$ cat config.mk
export PLATFORM = sky130hd
export DESIGN_NAME = calc_stack
export DESIGN_NICKNAME = d
export VERILOG_FILES = /design/src/rtl/calc_stack.sv
export SDC_FILE = /design/constraint.sdc
export NUM_CORES = 1
export LEC_CHECK = 0
export ABC_AREA = 1
export CORE_ASPECT_RATIO = 0.6
export CORE_MARGIN = 8
export CORE_UTILIZATION = 45
export CTS_CLUSTER_SIZE = 24
export DETAILED_ROUTE_END_ITERATION = 10
export PLACE_DENSITY = 0.62
export SYNTH_ARGS = -nofsm -noshare
export SYNTH_HDL_FRONTEND = slang
export SYNTH_SLANG_ARGS = --single-unit
$ cat constraint.sdc
create_clock -name clk -period 10.71 [get_ports clk]
set_clock_uncertainty 0.05 [all_clocks]
set_input_delay 2.142 -clock clk [delete_from_list [all_inputs] [get_ports clk]]
set_output_delay 2.142 -clock clk [all_outputs]
set_load 0.1 [all_outputs]
$ cat src/rtl/calc_stack.sv
// Button-driven RPN calculator: push switches or pop two operands and push the ALU result.
// Optional press debouncer enabled by defining CALC_STACK_DEBOUNCE_EN.
module calc_stack #(
  parameter int WIDTH     = 16,
  parameter int DEPTH     = 8,
  parameter int DB_CYCLES = 4
) (
  input  logic                       clk,
  input  logic                       btnu,
  input  logic                       btnd,
  input  logic                       mode,
  input  logic                       btnl,
  input  logic                       btnc,
  input  logic                       btnr,
  input  logic [WIDTH-1:0]           sw,
  output logic [WIDTH-1:0]           led,
  output logic [$clog2(DEPTH+1)-1:0] count,
  output logic                       empty,
  output logic                       full,
  output logic                       err,
  output logic                       ovf
);

  localparam int CW  = $clog2(DEPTH+1);
  localparam int SHW = $clog2(WIDTH);

  logic             qual;
  logic             prev_q;
  logic             press;
  logic [WIDTH-1:0] stk_q [DEPTH];
  logic [WIDTH-1:0] stk_d [DEPTH];
  logic [CW-1:0]    count_q, count_d;
  logic             err_q, err_d;
  logic             ovf_q, ovf_d;

`ifdef CALC_STACK_DEBOUNCE_EN
  localparam int DW = $clog2(DB_CYCLES+1);
  logic          db_q;
  logic [DW-1:0] db_cnt_q, db_cnt_d;

  // The level flips on the edge that completes DB_CYCLES stable samples.
  always_comb begin
    qual     = db_q;
    db_cnt_d = '0;
    if (btnd != db_q) begin
      if (db_cnt_q == DW'(DB_CYCLES-1))
        qual = btnd;
      else
        db_cnt_d = db_cnt_q + 1'b1;
    end
  end

  always_ff @(posedge clk or posedge btnu) begin
    if (btnu) begin
      db_q     <= 1'b0;
      db_cnt_q <= '0;
    end else begin
      db_q     <= qual;
      db_cnt_q <= db_cnt_d;
    end
  end
`else
  assign qual = btnd;
`endif

  assign press = qual & ~prev_q;

  logic [2:0]       op;
  logic [WIDTH-1:0] a, b, res, sum, diff;
  logic [SHW-1:0]   sh;
  logic             res_ovf;

  assign op   = {btnl, btnc, btnr};
  assign sum  = a + b;
  assign diff = a - b;
  assign sh   = b[SHW-1:0];

  always_comb begin
    b = '0;
    a = '0;
    for (int i = 0; i < DEPTH; i++) begin
      if (i == int'(count_q) - 1) b = stk_q[i];
      if (i == int'(count_q) - 2) a = stk_q[i];
    end
  end

  always_comb begin
    res     = '0;
    res_ovf = 1'b0;
    case (op)
      3'b000: res = a & b;
      3'b001: res = a | b;
      3'b010: begin
        res     = sum;
        res_ovf = (a[WIDTH-1] == b[WIDTH-1]) &&
                  (sum[WIDTH-1] != a[WIDTH-1]);
      end
      3'b011: begin
        res     = diff;
        res_ovf = (a[WIDTH-1] != b[WIDTH-1]) &&
                  (diff[WIDTH-1] != a[WIDTH-1]);
      end
      3'b100: res[0] = $signed(a) < $signed(b);
      3'b101: res = a << sh;
      3'b110: res = $unsigned($signed(a) >>> sh);
      default: res = a ^ b;
    endcase
  end

  always_comb begin
    stk_d   = stk_q;
    count_d = count_q;
    err_d   = err_q;
    ovf_d   = ovf_q;
    if (press) begin
      if (mode) begin
        if (count_q == CW'(DEPTH)) begin
          err_d = 1'b1;
        end else begin
          for (int i = 0; i < DEPTH; i++)
            if (i == int'(count_q)) stk_d[i] = sw;
          count_d = count_q + 1'b1;
        end
      end else begin
        if (int'(count_q) < 2) begin
          err_d = 1'b1;
        end else begin
          for (int i = 0; i < DEPTH; i++) begin
            if (i == int'(count_q) - 2) stk_d[i] = res;
            if (i == int'(count_q) - 1) stk_d[i] = '0;
          end
          count_d = count_q - 1'b1;
          ovf_d   = res_ovf;
        end
      end
    end
  end

  // prev_q resets high so a button held through reset is not a press.
  always_ff @(posedge clk or posedge btnu) begin
    if (btnu) begin
      prev_q  <= 1'b1;
      count_q <= '0;
      err_q   <= 1'b0;
      ovf_q   <= 1'b0;
      for (int i = 0; i < DEPTH; i++) stk_q[i] <= '0;
    end else begin
      prev_q  <= qual;
      count_q <= count_d;
      err_q   <= err_d;
      ovf_q   <= ovf_d;
      for (int i = 0; i < DEPTH; i++) stk_q[i] <= stk_d[i];
    end
  end

  assign led   = b;
  assign count = count_q;
  assign empty = (count_q == '0);
  assign full  = (count_q == CW'(DEPTH));
  assign err   = err_q;
  assign ovf   = ovf_q;

endmodule

==> run_results.csv, run 1 <==
group,metric,value,unit
finish,drive_gt1_share,7.93,%
sta,tightest_slew,1010,ps
routing,ant_nets,0,
finish,nets,2009,
sta,final-setup-viol-count,0,
floorplan,core_region_area,0.0273,mm²
routing,via_per_inst,6.12,
cts,clock_latency,450,ps
routing,drc,0,
cts,cts-hold-fix-buffers,0,
grt,grt_util_all_layers,31.5,%
cts,cts_setup_buffers,0,
placed_design,gp_congestion,1.04,
sta,fin_tns_setup,0,ps
cts,root_buffer,"clkbuf_16",
cts,cts_tree,"built",
cts,cts-htree-levels,4,
synth,syn_area_per_cell,6.46,µm²
synth,yosysUniqueCellTypes,58,
hold_path,min-delay-start,"err",
floorplan,die_x,230,µm
grt,grt_pass1_vias,12600,
worst_setup_path,rrSetupSlack,3880,ps
floorplan,rows,47,
finish,design_area,0.0137,mm²
cts,cts_buffer_depth,2,
placed_design,portBuffers,46,
worst_setup_path,criticalPathCategory,"reg -> out",
worst_setup_path,startpoint,"count[2]",
worst_setup_path,cp-end-kind,"primary output",
cts,numCtsBuffers,17,
sta,rsz0062_at_grt,"false",
floorplan,start_util,45.3,%
routing,num_vias,14100,
floorplan,chipHeight,145,µm
synth,yosysSeqAreaShare,27.3,%
sta,finalCritPeriodShare,65.3,%
sta,slew_headroom,32.2,%
routing,first_iter_violations,2339,
worst_setup_path,path_cells,"inv_2 -> ha_1 -> nand2_1 -> nand2_1 -> nand2_4 -> nand3_1 -> o221ai_1 -> a221o_1 -> a211oi_1 -> o22ai_1 -> clkdlybuf4s50_1",
cts,clkTransAtPathRegs,60,ps
run_status,status,"complete, no violations",
placed_design,dp.cells,2277,
synth,async_flop_share,100,%
sta,max_freq,143,MHz
floorplan,die-area,0.0333,mm²
floorplan,boundaryPins,47,
placed_design,placedInstanceArea,0.0131,mm²
worst_setup_path,start_kind,"flip-flop",
grt,antenna_found_initial,0,
job,drv_cap,0,
worst_setup_path,cp_slowest_cell,"clkdlybuf4s50_1",
synth,yosys_warnings,0,
cts,numClockSinks,135,
hold_path,min_path_type,"reg -> reg",
worst_setup_path,worst_path_most_repeated_cell,"nand2_1",
synth,ys_ff_latch,135,
grt,grt_max_degree,87,
synth,synth-edff-count,0,
routing,wl_per_cell,23.0,µm
sta,final-hold-violation-count,0,
worst_setup_path,cp.required,8520,ps
synth,syn_area,0.0124,mm²
synth,synth_cells,1919,
sta,drv_slew,0,
cts,cts_resized,0,
synth,syn-num-nets,1999,
grt,gr-total-overflow,0,
finish,area_growth,10.4,%
finish,diodes,0,
sta,fin_crit,6990,ps
routing,dr.pass1.iters,8,
worst_setup_path,max_stage_delay,1220,ps
synth,synth_flop_cell,"dfrtp_1",
routing,wl,53.0,mm
worst_setup_path,cp.arrival,4800,ps
sta,holdWs,410,ps
grt,grt_first_pass_wirelength,79.3,mm
placed_design,dpl.hpwl,39.6,mm
finish,instances_no_fill,2309,
worst_setup_path,crit_fanout,15,
worst_setup_path,r2r_start,"count[2]",
==> state kept, by name, indices dropped and copies added (netlist names) <==
| signal | count |
|---|---|
| count | 4 |
| stk_q | 128 |
| prev_q | 1 |
| ovf | 1 |
| err | 1 |
==> synth_stat cells, types with 13 or more instances <==
| master | instances | area share (%) |
|---|---|---|
| nand2_1 | 357 | 11 |
| nor2_1 | 352 | 11 |
| nand3_1 | 257 | 10 |
| a21oi_1 | 195 | 7.9 |
| inv_1 | 176 | 5.3 |
| dfrtp_1 | 134 | 27 |
| ha_1 | 54 | 5.5 |
| o21ai_0 | 51 | 2.1 |
| clkbuf_1 | 43 | 1.3 |
| nand4_1 | 23 | 1.2 |
| inv_2 | 22 | 0.67 |
| o22ai_1 | 18 | 0.91 |
| nor3_1 | 15 | 0.61 |
| o211ai_1 | 15 | 0.91 |
| a211oi_1 | 13 | 0.79 |
==> final cells by class <==
| cell class | count | area, µm² |
|---|---|---|
| Fill cell | 2817 | 13700 |
| Timing Repair Buffer | 62 | 581 |
| Clock inverter | 14 | 150 |
| Tap cell | 367 | 459 |
| Inverter | 209 | 790 |
| Sequential cell | 135 | 3380 |
| Multi-Input combinational cell | 1504 | 7880 |
| Clock buffer | 18 | 439 |
==> layout by cell type, fill, tap and decap left out, drive strengths merged, types with 7 or more instances in the layout <==
cell / count
nor2: 366
a221oi: 8
o21ai: 63
a211oi: 13
o22ai: 19
or2: 11
nand4: 32
xor2: 7
clkinv: 18
nor3: 20
clkbuf: 18
nand3: 270
nand2: 369
inv: 200
dfrtp: 134
a21oi: 200
o221ai: 9
o21a: 8
o211ai: 17
buf: 16
ha: 54
clkdlybuf4s50: 46
==> worst max-delay path, delay by kind of cell (launching register included) <==
kind	cells	cell delay, ps
flip-flops	1	650
buffers and inverters	2	1370
AO/OA/AOI/OAI	4	1050
adder cells (fa/ha/maj)	1	260
AND/OR/NAND/NOR	4	1010
==> cells by family (layout without fill, tap and decap cells) <==
logic type / count (synthesis) / after routing / share of synthesized area (%)
and+or+nand+nor: 1075 / 1075 / 39.6
AOI/OAI and AO/OA: 365 / 365 / 17.5
xor gates and xnor gates: 7 / 7 / 0.495
buffers and inverters: 280 / 303 / 9.17
DFF: 135 / 135 / 27.3
adders and majority gates: 57 / 57 / 5.94
==> path summary, 6_finish.rpt <==
check | endpoint | depth (start not counted)
worst min register to register | err | 1
worst min-delay path | err | 1
worst max-delay path | led[9] | 11
worst max register to register | stk_q[63] | 27
max in group asynchronous | stk_q[4] | 3
min in group asynchronous | stk_q[76] | 2
==> layer usage <==
metal | vias to the layer above | GRT usage, % | share of wire, %
met4 | 0 | 6.84 | 1.6
met5 | - | 0 | 0
met1 | 6594 | 47.3 | 46
met2 | 1039 | 41.2 | 38
li1 | 6420 | - | -
met3 | 88 | 12.0 | 15
==> per-stage QoR <==
stage                     util [%]  setup WS [ps]
after floorplan                  -           3820
after global placement        47.9           4290
after detailed placement      47.9           4220
after CTS                     50.0           3800
after global routing          50.0           3520
final                         50.0           3720
Power of run 1 is not shown: default switching activity piles up to over one toggle a cycle in this logic, so the estimate is an artifact.
==> run 2: changes to the inputs <==
--- a/config.mk
+++ b/config.mk
@@ -11,7 +11,7 @@
 export CORE_UTILIZATION = 45
 export CTS_CLUSTER_SIZE = 24
 export DETAILED_ROUTE_END_ITERATION = 10
-export PLACE_DENSITY = 0.62
+export PLACE_DENSITY = 0.64
 export SYNTH_ARGS = -nofsm -noshare
 export SYNTH_HDL_FRONTEND = slang
 export SYNTH_SLANG_ARGS = --single-unit
==> constraint.sdc (replaced) <==
create_clock -name clk -period 5.9 [get_ports clk]
set_clock_uncertainty 0.05 [all_clocks]
set_input_delay 1.18 -clock clk [delete_from_list [all_inputs] [get_ports clk]]
set_output_delay 1.18 -clock clk [all_outputs]
set_load 0.1 [all_outputs]
==> run_results.csv, run 2 (synthesized netlist as in run 1, its figures left out) <==
group,metric,value,unit
sta,holdWs,406,ps
grt,grt_first_pass_wirelength,79.8,mm
sta,max_freq,181,MHz
finish,diodes,0,
floorplan,chipHeight,145,µm
grt,grt_max_degree,98,
grt,grt_util_all_layers,31.4,%
worst_setup_path,critPathBufInv,8,
sta,final-setup-viol-count,0,
routing,wl,53.2,mm
cts,clkTransAtPathRegs,60,ps
grt,grt_pass1_vias,12900,
cts,cts_buffer_depth,2,
worst_setup_path,crit_fanout,10,
hold_path,holdPathEnd,"err",
worst_setup_path,cp.required,6160,ps
routing,ant_nets,0,
routing,drc,0,
worst_setup_path,rrSetupSlack,390,ps
cts,numCtsBuffers,17,
worst_setup_path,cp-end-kind,"flip-flop",
finish,final_cell_mix,"356 x nand2_1, 352 x nor2_1, 257 x nand3_1",
sta,slew_headroom,28.2,%
routing,first_iter_violations,2406,
finish,area_growth,12.8,%
finish,largest_register_ffs,128,
hold_path,min-delay-start,"err",
sta,final-hold-violation-count,0,
cts,numClockSinks,135,
routing,via_per_inst,6.16,
worst_setup_path,worst_path_most_repeated_cell,"nand2_1",
worst_setup_path,r2r_start,"count[2]",
cts,cts-hold-fix-buffers,0,
grt,antenna_found_initial,1,
worst_setup_path,max_stage_delay,520,ps
placed_design,gp_congestion,1.06,
floorplan,die_x,230,µm
finish,drive_gt1_share,10.5,%
floorplan,die-area,0.0333,mm²
placed_design,placedInstanceArea,0.0133,mm²
worst_setup_path,cp_slowest_cell,"dfrtp_2",
hold_path,whs_path_depth,1,
floorplan,core_region_area,0.0273,mm²
finish,largest_register,"stk_q",
finish,nets,2039,
routing,wl_per_cell,22.8,µm
hold_path,min_path_type,"reg -> reg",
floorplan,rows,47,
sta,finalCritPeriodShare,93.4,%
run_status,status,"complete, no violations",
worst_setup_path,criticalPathCategory,"reg -> reg",
sta,fin_crit,5510,ps
sta,drv_slew,0,
worst_setup_path,cp.arrival,5770,ps
worst_setup_path,worst-r2r-cell-count,29,
cts,clock_latency,430,ps
cts,cts_tree,"built",
worst_setup_path,crit_family,"simple AND/OR/NAND/NOR gates",
placed_design,dpl.hpwl,40.4,mm
sta,fin_tns_setup,0,ps
placed_design,portBuffers,46,
floorplan,start_util,45.3,%
cts,cts-htree-levels,4,
worst_setup_path,start_kind,"flip-flop",
job,drv_cap,0,
sta,rsz0062_at_grt,"false",
routing,dr.pass1.iters,7,
worst_setup_path,r2r_end,"stk_q[48]",
sta,tightest_slew,1070,ps
cts,root_buffer,"clkbuf_16",
floorplan,boundaryPins,47,
routing,num_vias,14400,
finish,utilization,51.1,%
finish,fillers,2760,
finish,layout_commonest_cell,"nand2_1",
grt,gr-total-overflow,0,
finish,design_area,0.0140,mm²
run 2: stage by stage:
| stage | setup WS [ps] | instances |
|---|---|---|
| CTS | 121 | 2330 |
| global route | 22.4 | 2339 |
| finish | 388 | 2339 |
| global placement | 243 | 2298 |
| detailed placement | 150 | 2298 |
| floorplan | 75.6 | 1919 |
run 2: worst max path at each step:
stage / start / end / slack, ps / depth (start not counted)
after floorplan: count[1] / stk_q[16] / 80 / 30
after global placement: count[2] / stk_q[31] / 240 / 29
after detailed placement: count[2] / stk_q[31] / 150 / 29
after CTS: count[2] / stk_q[127] / 120 / 29
after global routing: count[2] / stk_q[95] / 20 / 30
final: count[2] / stk_q[48] / 390 / 29
run 2: final cells by class:
type,count,area (µm²),area share (%)
Timing Repair Buffer,92,771,5.52
Sequential cell,135,3380,24.2
Inverter,209,797,5.70
Clock buffer,24,472,3.38
Multi-Input combinational cell,1504,7950,56.9
Tap cell,367,459,3.29
Clock inverter,8,145,1.04
run 2: layer usage:
layer | up-vias | wire, µm | track usage [%]
li1 | 6474 | - | -
met1 | 6850 | 23900 | 46.6
met2 | 1013 | 20200 | 41.2
met3 | 68 | 8490 | 12.9
met4 | 2 | 623 | 6.38
met5 | - | 11 | 0
run 2: what timing repair did:
action,CTS,global route
setup buffers,0,9
resized for setup,0,13
endpoints found under the setup margin,0,40
Power of run 2 is left out for the same reason.
